$ cat config.mk
export PLATFORM = sky130hd
export DESIGN_NAME = regfile_wb_arbiter
export DESIGN_NICKNAME = d
export VERILOG_FILES = /design/src/rtl/regfile_wb_arbiter.sv
export SDC_FILE = /design/constraint.sdc
export NUM_CORES = 1
export LEC_CHECK = 0
export BUFFER_PORTS_ARGS = -buffer_cell sky130_fd_sc_hd__buf_2
export CAP_MARGIN = 10
export CORE_MARGIN = 2
export CORE_UTILIZATION = 35
export DETAILED_ROUTE_END_ITERATION = 7
export PLACE_DENSITY = 0.57
export SLEW_MARGIN = 20
export SYNTH_ARGS = -nofsm -noshare
export SYNTH_HDL_FRONTEND = slang
export SYNTH_SLANG_ARGS = --single-unit
$ cat constraint.sdc
create_clock -name clk -period 3.6 [get_ports clk]
set_clock_uncertainty 0.2 [all_clocks]
set_input_delay 0.36 -clock clk [delete_from_list [all_inputs] [get_ports clk]]
set_output_delay 0.36 -clock clk [all_outputs]
set_load 0.05 [all_outputs]
$ cat src/rtl/regfile_wb_arbiter.sv
// Write-port front end for RegFile: merges pipeline writeback with buffered long-latency results
// and tracks a busy scoreboard. Define WB_BYPASS_EN to forward the in-flight write to decode.
module regfile_wb_arbiter #(
  parameter int unsigned DATA_W     = 32,
  parameter int unsigned ADDR_W     = 5,
  parameter int unsigned FIFO_DEPTH = 2
) (
  input  logic              clk,
  input  logic              rst_n,
  input  logic              pipe_we,
  input  logic [ADDR_W-1:0] pipe_wa,
  input  logic [DATA_W-1:0] pipe_wd,
  input  logic              lu_issue,
  input  logic [ADDR_W-1:0] lu_issue_rd,
  input  logic              lu_valid,
  output logic              lu_ready,
  input  logic [ADDR_W-1:0] lu_rd,
  input  logic [DATA_W-1:0] lu_data,
  input  logic [ADDR_W-1:0] ra1,
  input  logic [ADDR_W-1:0] ra2,
  output logic              hazard1,
  output logic              hazard2,
  output logic              rf_we,
  output logic [ADDR_W-1:0] rf_wa,
  output logic [DATA_W-1:0] rf_wd,
  output logic              byp1_valid,
  output logic              byp2_valid,
  output logic [DATA_W-1:0] byp1_data,
  output logic [DATA_W-1:0] byp2_data
);

  localparam int unsigned PtrW    = (FIFO_DEPTH > 1) ? $clog2(FIFO_DEPTH) : 1;
  localparam int unsigned CntW    = $clog2(FIFO_DEPTH + 1);
  localparam int unsigned NumRegs = 2 ** ADDR_W;
  localparam logic [CntW-1:0] DepthCnt = CntW'(FIFO_DEPTH);

  logic [ADDR_W-1:0]  fifo_rd_q   [FIFO_DEPTH];
  logic [DATA_W-1:0]  fifo_data_q [FIFO_DEPTH];
  logic [PtrW-1:0]    wr_ptr_q, rd_ptr_q;
  logic [CntW-1:0]    count_q, count_d;
  logic [NumRegs-1:0] busy_q, busy_d;
  logic               rf_we_q, rf_we_d;
  logic [ADDR_W-1:0]  rf_wa_q, rf_wa_d;
  logic [DATA_W-1:0]  rf_wd_q, rf_wd_d;

  logic pipe_eff, push, pop;

  assign lu_ready = (count_q < DepthCnt);
  assign pipe_eff = pipe_we && (pipe_wa != '0);
  // x0 results are acknowledged but never buffered.
  assign push     = lu_valid && lu_ready && (lu_rd != '0);
  assign pop      = !pipe_eff && (count_q != '0);

  always_comb begin
    count_d = count_q;
    unique case ({push, pop})
      2'b10:   count_d = count_q + CntW'(1);
      2'b01:   count_d = count_q - CntW'(1);
      default: count_d = count_q;
    endcase
  end

  // Clear before set so a same-edge issue to the popped register keeps it busy.
  always_comb begin
    busy_d = busy_q;
    if (pop) busy_d[fifo_rd_q[rd_ptr_q]] = 1'b0;
    if (lu_issue && (lu_issue_rd != '0)) busy_d[lu_issue_rd] = 1'b1;
  end

  always_comb begin
    rf_we_d = 1'b0;
    rf_wa_d = rf_wa_q;
    rf_wd_d = rf_wd_q;
    if (pipe_eff) begin
      rf_we_d = 1'b1;
      rf_wa_d = pipe_wa;
      rf_wd_d = pipe_wd;
    end else if (pop) begin
      rf_we_d = 1'b1;
      rf_wa_d = fifo_rd_q[rd_ptr_q];
      rf_wd_d = fifo_data_q[rd_ptr_q];
    end
  end

  always_ff @(posedge clk or negedge rst_n) begin
    if (!rst_n) begin
      wr_ptr_q <= '0;
      rd_ptr_q <= '0;
      count_q  <= '0;
      busy_q   <= '0;
      rf_we_q  <= 1'b0;
      rf_wa_q  <= '0;
      rf_wd_q  <= '0;
    end else begin
      if (push) wr_ptr_q <= wr_ptr_q + PtrW'(1);
      if (pop)  rd_ptr_q <= rd_ptr_q + PtrW'(1);
      count_q <= count_d;
      busy_q  <= busy_d;
      rf_we_q <= rf_we_d;
      rf_wa_q <= rf_wa_d;
      rf_wd_q <= rf_wd_d;
    end
  end

  always_ff @(posedge clk) begin
    if (push) begin
      fifo_rd_q[wr_ptr_q]   <= lu_rd;
      fifo_data_q[wr_ptr_q] <= lu_data;
    end
  end

  assign rf_we   = rf_we_q;
  assign rf_wa   = rf_wa_q;
  assign rf_wd   = rf_wd_q;
  assign hazard1 = busy_q[ra1] && (ra1 != '0);
  assign hazard2 = busy_q[ra2] && (ra2 != '0);

`ifdef WB_BYPASS_EN
  assign byp1_valid = rf_we_q && (rf_wa_q == ra1) && (ra1 != '0);
  assign byp2_valid = rf_we_q && (rf_wa_q == ra2) && (ra2 != '0);
  assign byp1_data  = rf_wd_q;
  assign byp2_data  = rf_wd_q;
`else
  assign byp1_valid = 1'b0;
  assign byp2_valid = 1'b0;
  assign byp1_data  = '0;
  assign byp2_data  = '0;
`endif

endmodule

* Word-level counts from Yosys, hierarchy flattened
Memory sizes are Yosys's and may differ from the RTL's.
Index checks and enable logic that the tools add are counted.
** Operators by class
- Bitwise gates (word level) :: 3
- Order comparisons :: 7
- Reduce and logical (&&, ||, !) cells :: 18
- Add/sub/neg operators :: 4
- Muxes and demuxes :: 19
- Eq/ne operators :: 2
** Operator list (count)
- 2-to-1 mux 32 bit :: 4
- AND 32 bit :: 1
- inverter 32 bit :: 1
- bitwise OR 32 bit :: 1
- nonzero test 5 bit :: 5
- less-than comparator 5 x 6 -> 1 bit (second input constant) :: 4
- binary-select mux 1 bit (select 5 bit) :: 2
- demux 1 bit (select 5 bit) :: 2
- >= comparator 5 x 1 -> 1 bit (second input constant) :: 2
- 2-to-1 mux 5 bit :: 2
- logical AND 1 bit :: 9
- 2-to-1 mux 1 bit :: 8
- nonzero test 2 bit :: 3
- case mux 2 bit (2 select lines) :: 1
- adder 1 bit (second input constant) :: 2
- adder 2 x 1 -> 2 bit (second input constant) :: 1
- equality test 2 x 1 -> 1 bit (second input constant) :: 1
- equality test 2 bit (second input constant) :: 1
- less-than comparator 2 bit (second input constant) :: 1
- subtractor 2 x 1 -> 2 bit (second input constant) :: 1
- zero test 1 bit :: 1
** Storage, ports and cells
- Memories kept :: 2
- Memory bits (writable) :: 74
- Bits of input ports :: 94
- Output and inout bits :: 107
- Logic and storage cells :: 62
- Flip-flop bits (word level) :: 74
** Memory list
- fifo_data_q :: depth 2, bits a word 32, read ports 1, clocked after Yosys merged registers in 0, wr ports 1, RTL line 38 : logic [DATA_W-1:0] fifo_data_q [FIFO_DEPTH];
- fifo_rd_q :: depth 2, bits a word 5, read ports 1, clocked after Yosys merged registers in 0, wr ports 1, RTL line 37 : logic [ADDR_W-1:0] fifo_rd_q [FIFO_DEPTH];

* Depth between registers and ports, before layout
Gate-level depths: netlist of run 1.
An unclocked memory read counts as a cell.
- Depth in word-level cells :: 10
- Mapped depth :: 9
- Depth with buffers taken out :: 7

* Least setup slack after synthesis of run 1
No wires, ideal clock.
- Kind :: register to register
- Start :: register count_q[1]
- End :: memory fifo_data_q[0][0] (enable)
- Stages on the path, launching flop included :: 4
- Period minus slack after synthesis :: 3.242 ns
- Setup time :: 0.431 ns
- Buffers on the path :: 0
- Required time :: 2.969 ns
- Data arrival time :: 2.611 ns
- Slack :: 0.358 ns
- Cells stage by stage :: dfrtp_1 -> inv_1 -> o211ai_1 -> nor2_1
** Between the ends
- Cells in the longest elaborated chain, start to end :: 5
** RTL lines
- start, declared :: RTL line 40 : logic [CntW-1:0] count_q, count_d;
- start signal, assigned :: RTL line 97 : count_q <= count_d;
- less-than comparator 2 bit :: RTL line 48 : assign lu_ready = (count_q < DepthCnt);
- named net lu_ready :: RTL line 16 : output logic lu_ready,
- logical AND 1 bit (2 in a row) :: RTL line 51 : assign push = lu_valid && lu_ready && (lu_rd != '0);
- 2-to-1 mux 1 bit :: RTL line 106 : if (push) begin
- 2-to-1 mux 1 bit (implied by the code) :: RTL line 108 : fifo_data_q[wr_ptr_q] <= lu_data;
- end, declared :: RTL line 38
The timed path passes the listed nets, and every way through them passes these cells.

* Worst setup path in the final report of run 1
- Start :: input port lu_rd[0]
- End :: memory fifo_data_q[0][2] (enable)
** Between the ends
- Cells in the longest elaborated chain, start to end :: 4
** RTL lines
- start, declared :: RTL line 17 : input logic [ADDR_W-1:0] lu_rd,
- nonzero test 5 bit :: RTL line 51
- logical AND 1 bit :: RTL line 51
- 2-to-1 mux 1 bit :: RTL line 106
- 2-to-1 mux 1 bit (implied by the code) :: RTL line 108
No other way between the ends.

==> results of run 1 <==
cells by family after synthesis:
kind of cell / Yosys count / synth area share [%]
AOI/OAI and AO/OA: 149 / 12.8
xor gates and xnor gates: 5 / 0.616
adders and majority gates: 1 / 0.176
buffers and inverters: 107 / 9.66
DFF: 147 / 56.9
muxes: 61 / 9.74
other: 1 / 0.0527
and+or+nand+nor: 153 / 9.99
path summary, 6_finish.rpt:
path	from	end	slack (ns)
worst max-delay path	lu_rd[0]	fifo_data_q[0][2]$_DFFE_PP_	0.94
worst min-delay path	pipe_wa[2]	rf_wa[2]$_DFFE_PN0P_	0.03
worst max register to register	rd_ptr_q$_DFFE_PN0N_	busy_q[24]$_DFF_PN0_	1.31
worst min register to register	busy_q[4]$_DFF_PN0_	busy_q[4]$_DFF_PN0_	0.34
max in group asynchronous	rst_n	rd_ptr_q$_DFFE_PN0N_	2.34
min in group asynchronous	rst_n	rf_wd[7]$_DFFE_PN0P_	0.33
worst register-to-register path: stages, from the launching register on:
cell and delay [ns]:
dfrtp_2 0.39, buf_4 0.34, mux2_2 0.42, or3_1 0.39, o41ai_1 0.29, o31ai_1 0.12
cell type report:
type / count / share of cell area, %
inverter: 6 / 0.247
multi-input combinational: 435 / 29.0
clock buffer: 17 / 4.67
tap: 270 / 3.71
sequential: 147 / 44.4
timing repair buffer: 213 / 16.4
clock inverter: 15 / 1.55
power breakdown:
part / switching (mW) / internal, mW / total, mW / leakage [nW]
registers: 0.327 / 2.28 / 2.60 / 1.55
logic: 1.79 / 0.860 / 2.65 / 2.03
clock network: 0.761 / 0.916 / 1.68 / 0.273
state kept, by name (all words and copies together), names as in the netlist:
signal	cells
wr_ptr_q	1
rf_wd	32
rf_we	1
fifo_rd_q	10
busy_q	31
fifo_data_q	64
rf_wa	5
rd_ptr_q	1
count_q	2
per-stage QoR:
stage          hold WS [ns]  instance area (µm²)  setup WS [ns]
6_report             0.0330                 9110          0.936
5_1_grt              0.0523                 9110          0.865
4_1_cts              0.0238                 9110          0.928
3_5_place_dp          0.334                 7820           1.08
3_3_place_gp          0.331                 7770           1.10
2_1_floorplan        -0.136                 7360          0.358
routing by layer:
| metal | track usage [%] | wire length, µm |
|---|---|---|
| met1 | 22.4 | 7850 |
| met2 | 25.3 | 8050 |
| met3 | 4.69 | 1340 |
| met4 | 3.83 | 142 |
| met5 | 0 | 0 |
cells in the final DEF (no fill, tap or decap), types with 4 or more instances in the layout:
master	n
buf_2	133
dfrtp_1	72
nand2b_1	5
nor2_1	41
mux4_2	6
clkbuf_16	17
o21ai_0	61
nand2_1	59
o41ai_1	23
conb_1	66
o31ai_1	11
inv_8	4
inv_6	5
xnor2_1	4
nand4_1	5
mux2i_1	49
dlygate4sd3_1	72
buf_4	5
inv_1	6
nor2b_1	11
a21oi_1	37
mux2_2	6
edfxtp_1	74
nand3_1	11
==> results by group, run 1 <==
Outcome
  • Status: finished clean

Place
  • Routability cong.: 0.800
  • Dpl cells: 999
  • DPL Wire Length: 11.6 mm
  • Port bufs: 134

Setup path
  • WP data arrival: 2.63 ns
  • Cell depth of the worst flop-to-flop path: 5
  • Largest delay share family, worst path: buffers and inverters
  • Worst Path Buf+Inv: 3
  • Crit. path cell count: 6
  • Critical-path cell list: dlygate4sd3_1, buf_2, or4_1, o211ai_1, nor2_4, buf_16
  • Worst Setup Path Type: in -> reg
  • Type of origin of the critical path: input port
  • Type of destination of the critical path: register
  • Crit-path slowest cell: dlygate4sd3_1
  • Critical path required time: 3.56 ns
  • Slowest cell delay on critical path: 0.54 ns
  • CP max FO: 21

CTS
  • CTS tree: built
  • Worst skew pair latency: 0.42 ns
  • Post-CTS sizing: 0
  • Root buf cell: clkbuf_16
  • Max clock buf depth: 2
  • Hold_buf cts: 72
  • CTS Buf Count: 17
  • CTS clk-pin slew, worst paths: 0.06 ns
  • H-tree depth: 4
  • Clock tree sinks: 147
  • Post-CTS Repair Setup Buffers: 0

Timing
  • Final Cycle Share: 74.0%
  • Worst-margin pin slew: 1.03 ns
  • Slew Limit Headroom: 31.7%
  • RSZ-0062 raised after global routing: no
  • Fin crit period: 2.66 ns
  • Setup TNS: 0 ns
  • Maximum clock rate: 0.375 GHz
  • Max Transition Viols Final: 0
  • Final Hold Viols: 0
  • # setup viols final: 0

Floorplanning
  • Initial Utilization: 35.4%
  • IO Count: 201
  • Die width: 147 µm
  • Total die area: 21500 µm²
  • Die height: 147 µm
  • Standard-cell rows: 52
  • Placeable Area: 20100 µm²

Yosys
  • Ys async rst share: 49.7%
  • Warnings, synthesis: 0
  • Most frequent cells after synthesis: edfxtp_1 (74), dfrtp_1 (73), buf_4 (66)
  • Mapped cell area: 7110 µm²
  • Seq/Total Area, Yosys: 56.9%
  • Post-synth EDFFs: 74
  • Post-synth top area share: 31.2%
  • Top-count cell post-synth: edfxtp_1
  • Synth top area cells: edfxtp_1 (31%), dfrtp_1 (26%), buf_4 (7.0%)
  • Post-Syn Instances: 624
  • Post-synthesis area per instance: 11.4 µm²
  • Synthesized flop and latch total: 147
  • Unique masters post-synth: 46
  • Predominant post-synthesis flop cell: edfxtp_1
  • Cell accounting for the most synthesized area: edfxtp_1

Routing
  • Drt first pass iters: 5
  • Drc violations: 0
  • Total wire length: 17.4 mm
  • Routed Antenna Nets: 0
  • Via count: 5352
  • DR WL/cell: 15.8 µm
  • Drt first-iter violations: 433
  • Avg Vias per Cell: 4.85

Power
  • VDD IR max: 476 µV
  • Total power: 6.93 mW
  • Leak pwr: 3.86 nW
  • P per Cell Area: 760 nW/µm²

Finish
  • Multi-input gate area: 2650 µm²
  • FF+latch area: 4050 µm²
  • Final core utilization: 45.3%
  • Post-layout instance count excluding filler cells: 1103
  • Ant. Diodes: 0
  • Final net count: 915
  • Share of cells above drive strength 1: 23.0%
  • Fillers: 1870
  • Layout area overhead: 28.1%

Global routing
  • All-layer global routing usage: 16.2%
  • First-pass GRT wire length: 27.6 mm
  • Number of global-route vias before repair: 5205
  • Antenna violations before repair: 0
  • Largest net degree at the start of global routing: 74
  • Grt ovf: 0

Min path
  • Worst hold stages: 3
  • Hold/Removal Path Class: in -> reg

Flow run
  • Max Cap Viol: 0
No activity file was read; power rests on OpenSTA's default activity.
==> run 2, diff against run 1 <==
--- a/config.mk
+++ b/config.mk
@@ -10,7 +10,7 @@
 export CORE_MARGIN = 2
 export CORE_UTILIZATION = 35
 export DETAILED_ROUTE_END_ITERATION = 7
-export PLACE_DENSITY = 0.57
+export PLACE_DENSITY = 0.6
 export SLEW_MARGIN = 20
 export SYNTH_ARGS = -nofsm -noshare
 export SYNTH_HDL_FRONTEND = slang
==> constraint.sdc (replaced) <==
create_clock -name clk -period 2.3 [get_ports clk]
set_clock_uncertainty 0.2 [all_clocks]
set_input_delay 0.23 -clock clk [delete_from_list [all_inputs] [get_ports clk]]
set_output_delay 0.23 -clock clk [all_outputs]
set_load 0.05 [all_outputs]
==> results by group, run 2 (synthesis results as in run 1) <==
Outcome
  • Status: finished clean

Floorplanning
  • Placeable Area: 20100 µm² (unchanged)
  • Die width: 147 µm (unchanged)
  • Total die area: 21500 µm² (unchanged)
  • IO Count: 201 (unchanged)
  • Initial Utilization: 35.4% (unchanged)
  • Standard-cell rows: 52 (unchanged)
  • Die height: 147 µm (unchanged)

Routing
  • Routed Antenna Nets: 0 (unchanged)
  • DR WL/cell: 15.6 µm (-0.79%)
  • Avg Vias per Cell: 4.84 (-0.18%)
  • Drt first-iter violations: 272 (-37%)
  • Total wire length: 17.7 mm (+1.8%)
  • Via count: 5483 (+2.4%)
  • Drt first pass iters: 6 (+1)
  • Drc violations: 0 (unchanged)

Setup path
  • R2R Setup Slk: 0.17 ns (-1.14 ns)
  • Type of origin of the critical path: register
  • Critical path required time: 1.87 ns (-1.69 ns)
  • Type of destination of the critical path: primary output
  • CP max FO: 3 (-86%)
  • WP data arrival: 1.87 ns (-0.76 ns)
  • Cell depth of the worst flop-to-flop path: 4 (-1)
  • Setup crit start: busy_q[19]$_DFF_PN0_
  • Worst Setup Path Type: reg -> out
  • Worst R2R End: busy_q[14]$_DFF_PN0_
  • Reg-to-Reg Start: rd_ptr_q$_DFFE_PN0N_
  • Crit path to: hazard1

Finish
  • Commonest non-fill, non-tap cell in the layout: buf_2
  • FF+latch area: 4050 µm² (unchanged)
  • Final net count: 944 (+3.2%)
  • Share of cells above drive strength 1: 26.1% (+3.1 points)
  • Layout area overhead: 35.0%
  • Fin area: 9600 µm² (+5.4%)
  • Multi-input gate area: 2780 µm² (+5.0%)
  • Max reg flops: 64 (unchanged)
  • Most frequent cells in the layout: buf_2 (131), dlygate4sd3_1 (84), edfxtp_1 (74)
  • Fillers: 1849 (-1.1%)
  • Biggest register: fifo_data_q
  • Ant. Diodes: 0 (unchanged)

Global routing
  • Antenna violations before repair: 0 (unchanged)
  • First-pass GRT wire length: 28.3 mm (+2.6%)
  • All-layer global routing usage: 16.7% (+0.46 points)
  • Largest net degree at the start of global routing: 48 (-35%)
  • Grt ovf: 0 (unchanged)
  • Number of global-route vias before repair: 5373 (+3.2%)

CTS
  • CTS tree: built
  • Max clock buf depth: 2 (unchanged)
  • Clock tree sinks: 147 (unchanged)
  • Root buf cell: clkbuf_16
  • CTS Buf Count: 17 (unchanged)
  • Worst skew pair latency: 0.42 ns (about the same)
  • CTS clk-pin slew, worst paths: 0.06 ns (about the same)
  • H-tree depth: 4 (unchanged)

Timing
  • Slew Limit Headroom: 57.7% (+26 points)
  • Final Cycle Share: 99.9%
  • RSZ-0062 raised after global routing: yes
  • Max Transition Viols Final: 0 (unchanged)
  • Fin crit period: 2.30 ns
  • Worst-margin pin slew: 0.616 ns (-0.409 ns)
  • # setup viols final: 0 (unchanged)
  • Final Hold Viols: 0 (unchanged)
  • Maximum clock rate: 0.435 GHz

Min path
  • Hold/Removal Path Class: in -> reg

Flow run
  • Max Cap Viol: 0 (unchanged)

Power
  • VDD IR max: 724 µV (+52%)
  • P per Cell Area: 1200 nW/µm² (+58%)
  • Total power: 11.5 mW (+66%)
  • Leak pwr: 4.07 nW (+5.3%)

Place
  • Port bufs: 134 (unchanged)
  • Area after DPL: 7980 µm² (+2.0%)
  • DPL Wire Length: 12.0 mm (+3.9%)
  • Routability cong.: 0.810 (+1.2%)
## run 2: worst min-delay path by stage
stage                               from                   end  depth (start not counted)  slack (ns)
after floorplan                    rst_n  busy_q[10]$_DFF_PN0_                          0       -0.27
final                           lu_issue  busy_q[16]$_DFF_PN0_                          3        0.04
after CTS                       lu_issue  busy_q[16]$_DFF_PN0_                          3      0.0004
after global routing      lu_issue_rd[4]  busy_q[19]$_DFF_PN0_                          3        0.04
after global placement             rst_n  busy_q[10]$_DFF_PN0_                          1        0.08
after detailed placement           rst_n  busy_q[10]$_DFF_PN0_                          1        0.09
## run 2: metal layers
layer | vias up | part of all wire [%] | track usage (%)
li1 | 2600 | - | -
met1 | 2639 | 43 | 21.5
met2 | 223 | 48 | 27.7
met3 | 21 | 6.8 | 4.44
met4 | 0 | 1.5 | 4.90
met5 | - | 0 | 0
## run 2: critical path, cell delays in order, from the launching register on
cell and delay, ns:
dfrtp_1 0.42, mux4_2 0.48, or2_4 0.24, nand3_2 0.06
nand4_1 0.09, buf_6 0.17
## run 2: through the flow
stage               worst slack, ns  hold slack [ns]  cells  utilization (%)  setup TNS [ns]
finish                      0.00129           0.0428   1132             47.8               0
global route                -0.0818           0.0389   1132             47.8          -0.378
CTS                         -0.0328         0.000387   1131             47.1         -0.0393
detailed placement            0.109           0.0873   1012             39.7               0
global placement              0.152           0.0794   1012             39.7               0
floorplan                    -0.360           -0.266    689                -          -26.64
## run 2: repair_timing
action	4_1_cts	5_1_grt
endpoints found under the setup margin	2	23
hold endpoints to repair	158	0
setup buffers	3	1
gates resized for setup	7	33
pin swaps	2	1
hold buffers	84	0
## run 2: final cells by class
class,count,share of cell area (%)
multi-input combinational,435,28.9
timing repair buffer,242,18.8
inverter,6,0.234
tap,270,3.52
clock inverter,14,1.78
sequential,147,42.2
clock buffer,18,4.57
## run 2: power breakdown
| group | switching (mW) | internal, mW |
|---|---|---|
| registers | 0.531 | 3.56 |
| clock network | 1.12 | 1.75 |
| logic | 2.93 | 1.61 |
==> run 3, diff against run 2 <==
--- a/config.mk
+++ b/config.mk
@@ -8,9 +8,9 @@
 export BUFFER_PORTS_ARGS = -buffer_cell sky130_fd_sc_hd__buf_2
 export CAP_MARGIN = 10
 export CORE_MARGIN = 2
-export CORE_UTILIZATION = 35
+export CORE_UTILIZATION = 47
 export DETAILED_ROUTE_END_ITERATION = 7
-export PLACE_DENSITY = 0.6
+export PLACE_DENSITY = 0.76
 export SLEW_MARGIN = 20
 export SYNTH_ARGS = -nofsm -noshare
 export SYNTH_HDL_FRONTEND = slang
==> results by group, run 3 (synthesis results as in run 1) <==
Outcome
  • Status: finished, violations left
  • Violated checks: setup timing

Floorplanning
  • Placeable Area: 14600 µm² (-27%)
  • Standard-cell rows: 44 (-15%)
  • Die height: 127 µm (-13%)
  • Total die area: 16100 µm² (-25%)
  • IO Count: 201 (unchanged)
  • Initial Utilization: 48.6% (+13 points)
  • Die width: 127 µm (-13%)

Power
  • Power share of the combinational group: 40.5% (+1.0 points)
  • Sw frac: 41.1% (+1.3 points)
  • Internal power: 6.51 mW (-6.0%)
  • Part of the power in the clock network: 22.4% (-2.5 points)
  • Switching power: 4.54 mW (-0.86%)
  • Total power: 11.0 mW (-3.9%)
  • P per Cell Area: 1190 nW/µm² (-0.78%)
  • VDD IR max: 836 µV (+16%)
  • Sequential share of power: 37.1% (+1.5 points)
  • Leak pwr: 3.99 nW (-2.0%)

Finish
  • Multi-input gate area: 2680 µm² (-3.3%)
  • Fillers: 1047 (-43%)
  • Share of cells above drive strength 1: 24.7% (-1.4 points)
  • Post-layout instance count excluding filler cells: 1045 (-7.7%)
  • Layout area overhead: 30.7%
  • Biggest register: fifo_data_q
  • Max reg flops: 64 (unchanged)
  • Final net count: 943 (-0.11%)
  • Commonest non-fill, non-tap cell in the layout: buf_2
  • Final core utilization: 63.5% (+16 points)
  • Fin area: 9300 µm² (-3.2%)
  • Most frequent cells in the layout: buf_2 (131), dlygate4sd3_1 (83), edfxtp_1 (74)
  • FF+latch area: 4050 µm² (unchanged)
  • Ant. Diodes: 0 (unchanged)

Timing
  • Final worst slack: -0.0115 ns (-0.0128 ns)
  • Maximum clock rate: 0.433 GHz (-0.55%)
  • Setup TNS: -0.0115 ns (-0.0115 ns)
  • Fin crit period: 2.31 ns (+0.0128 ns)
  • Hold Slack: 0.0257 ns (-0.0171 ns)
  • Final Hold Viols: 0 (unchanged)
  • Slew Limit Headroom: 50.7% (-7.0 points)
  • Final Cycle Share: 100% (+0.56 points)
  • RSZ-0062 raised after global routing: yes
  • # setup viols final: 1 (+1)
  • Worst-margin pin slew: 0.739 ns (+0.123 ns)
  • Max Transition Viols Final: 0 (unchanged)

CTS
  • Root buf cell: clkbuf_16
  • CTS Buf Count: 17 (unchanged)
  • Worst skew pair latency: 0.42 ns (about the same)
  • H-tree depth: 4 (unchanged)
  • CTS clk-pin slew, worst paths: 0.06 ns (about the same)
  • Max clock buf depth: 2 (unchanged)
  • Clock tree sinks: 147 (unchanged)
  • CTS tree: built

Global routing
  • Grt ovf: 0 (unchanged)
  • Number of global-route vias before repair: 5636 (+4.9%)
  • First-pass GRT wire length: 28.4 mm (+0.44%)
  • Antenna violations before repair: 0 (unchanged)
  • Largest net degree at the start of global routing: 71 (+48%)
  • All-layer global routing usage: 22.4% (+5.8 points)

Setup path
  • CP max FO: 3 (unchanged)
  • Cell depth of the worst flop-to-flop path: 6 (+2)
  • Critical path required time: 1.87 ns (about the same)
  • Type of origin of the critical path: register
  • WP data arrival: 1.88 ns (about the same)
  • Type of destination of the critical path: primary output
  • Worst Setup Path Type: reg -> out

Place
  • Routability cong.: 0.855 (+5.7%)
  • Dpl cells: 922 (-8.9%)
  • DPL Wire Length: 10.9 mm (-9.1%)
  • Port bufs: 134 (unchanged)
  • Area after DPL: 7780 µm² (-2.5%)
  • Setup WS pre-CTS: 0.113 ns (+0.00425 ns)

Min path
  • Hold/Removal Path Class: in -> reg
  • Worst hold stages: 3 (unchanged)

Routing
  • Total wire length: 18.0 mm (+1.9%)
  • Via count: 5725 (+4.4%)
  • Drc violations: 0 (unchanged)
  • Drt first-iter violations: 383 (+41%)
  • Avg Vias per Cell: 5.48 (+13%)
  • DR WL/cell: 17.3 µm (+10%)
  • Drt first pass iters: 4 (-2)
  • Routed Antenna Nets: 0 (unchanged)

Flow run
  • Max Cap Viol: 0 (unchanged)
run 3: changes by cell type in the layout (fill, tap and decap cells not counted), moves of 2 or more:
cell        delta
buf_12         -5
clkinvlp_4     +2
inv_6          -2
buf_6          +2
o41ai_1       +11
o41ai_2       -11
clkinv_4       +2
o21ai_0       +15
bufinv_16      -3
buf_16         +2
o21ai_1       -15
run 3: cell type report:
cell class	instances	share of cell area, %
clock inverter	15	1.13
tap	184	2.48
timing repair buffer	241	19.2
inverter	6	0.242
multi-input combinational	435	28.9
clock buffer	17	4.57
sequential	147	43.6
run 3: power groups by stage:
| stage | Clock [mW] | Combinational [mW] | Sequential (mW) |
|---|---|---|---|
| floorplan | 0 | 2.40 | 4.69 |
| global placement | 0 | 4.00 | 4.10 |
| detailed placement | 0 | 4.08 | 4.12 |
| CTS | 2.50 | 4.30 | 4.08 |
| global route | 2.62 | 4.81 | 4.18 |
| finish | 2.48 | 4.47 | 4.10 |
run 3: critical path, cell delays in order, from the launching register on:
cell and delay [ns]:
dfrtp_1 0.42, mux4_2 0.50, or2_4 0.24, nand3_2 0.05, nand4_1 0.09, buf_6 0.17
run 3: worst paths after layout:
kind,endpoint,slack (ns),startpoint
min reg2reg,busy_q[21]$_DFF_PN0_,0.34,busy_q[21]$_DFF_PN0_
min,busy_q[29]$_DFF_PN0_,0.03,lu_issue
max in group asynchronous,busy_q[3]$_DFF_PN0_,1.13,rst_n
max,hazard1,-0.01,busy_q[19]$_DFF_PN0_
max reg2reg,rf_wd[11]$_DFFE_PN0P_,0.12,rd_ptr_q$_DFFE_PN0N_
min in group asynchronous,rf_wd[10]$_DFFE_PN0P_,0.18,rst_n
run 3: repair_timing:
action                                  in CTS  in global routing
endpoints found under the setup margin       2                  7
gates resized for setup                      9                  6
pin swaps                                    1                  4
cloned                                       0                  0
hold buffers                                83                  0
buffers inserted                             4                  2
hold endpoints to repair                   157                  0
run 3: metal layers:
| layer | routed length (µm) | global-route usage [%] |
|---|---|---|
| met2 | 8760 | 36.6 |
| met4 | 258 | 7.05 |
| met3 | 1610 | 6.78 |
| met1 | 7400 | 29.1 |
| met5 | 0 | 0 |
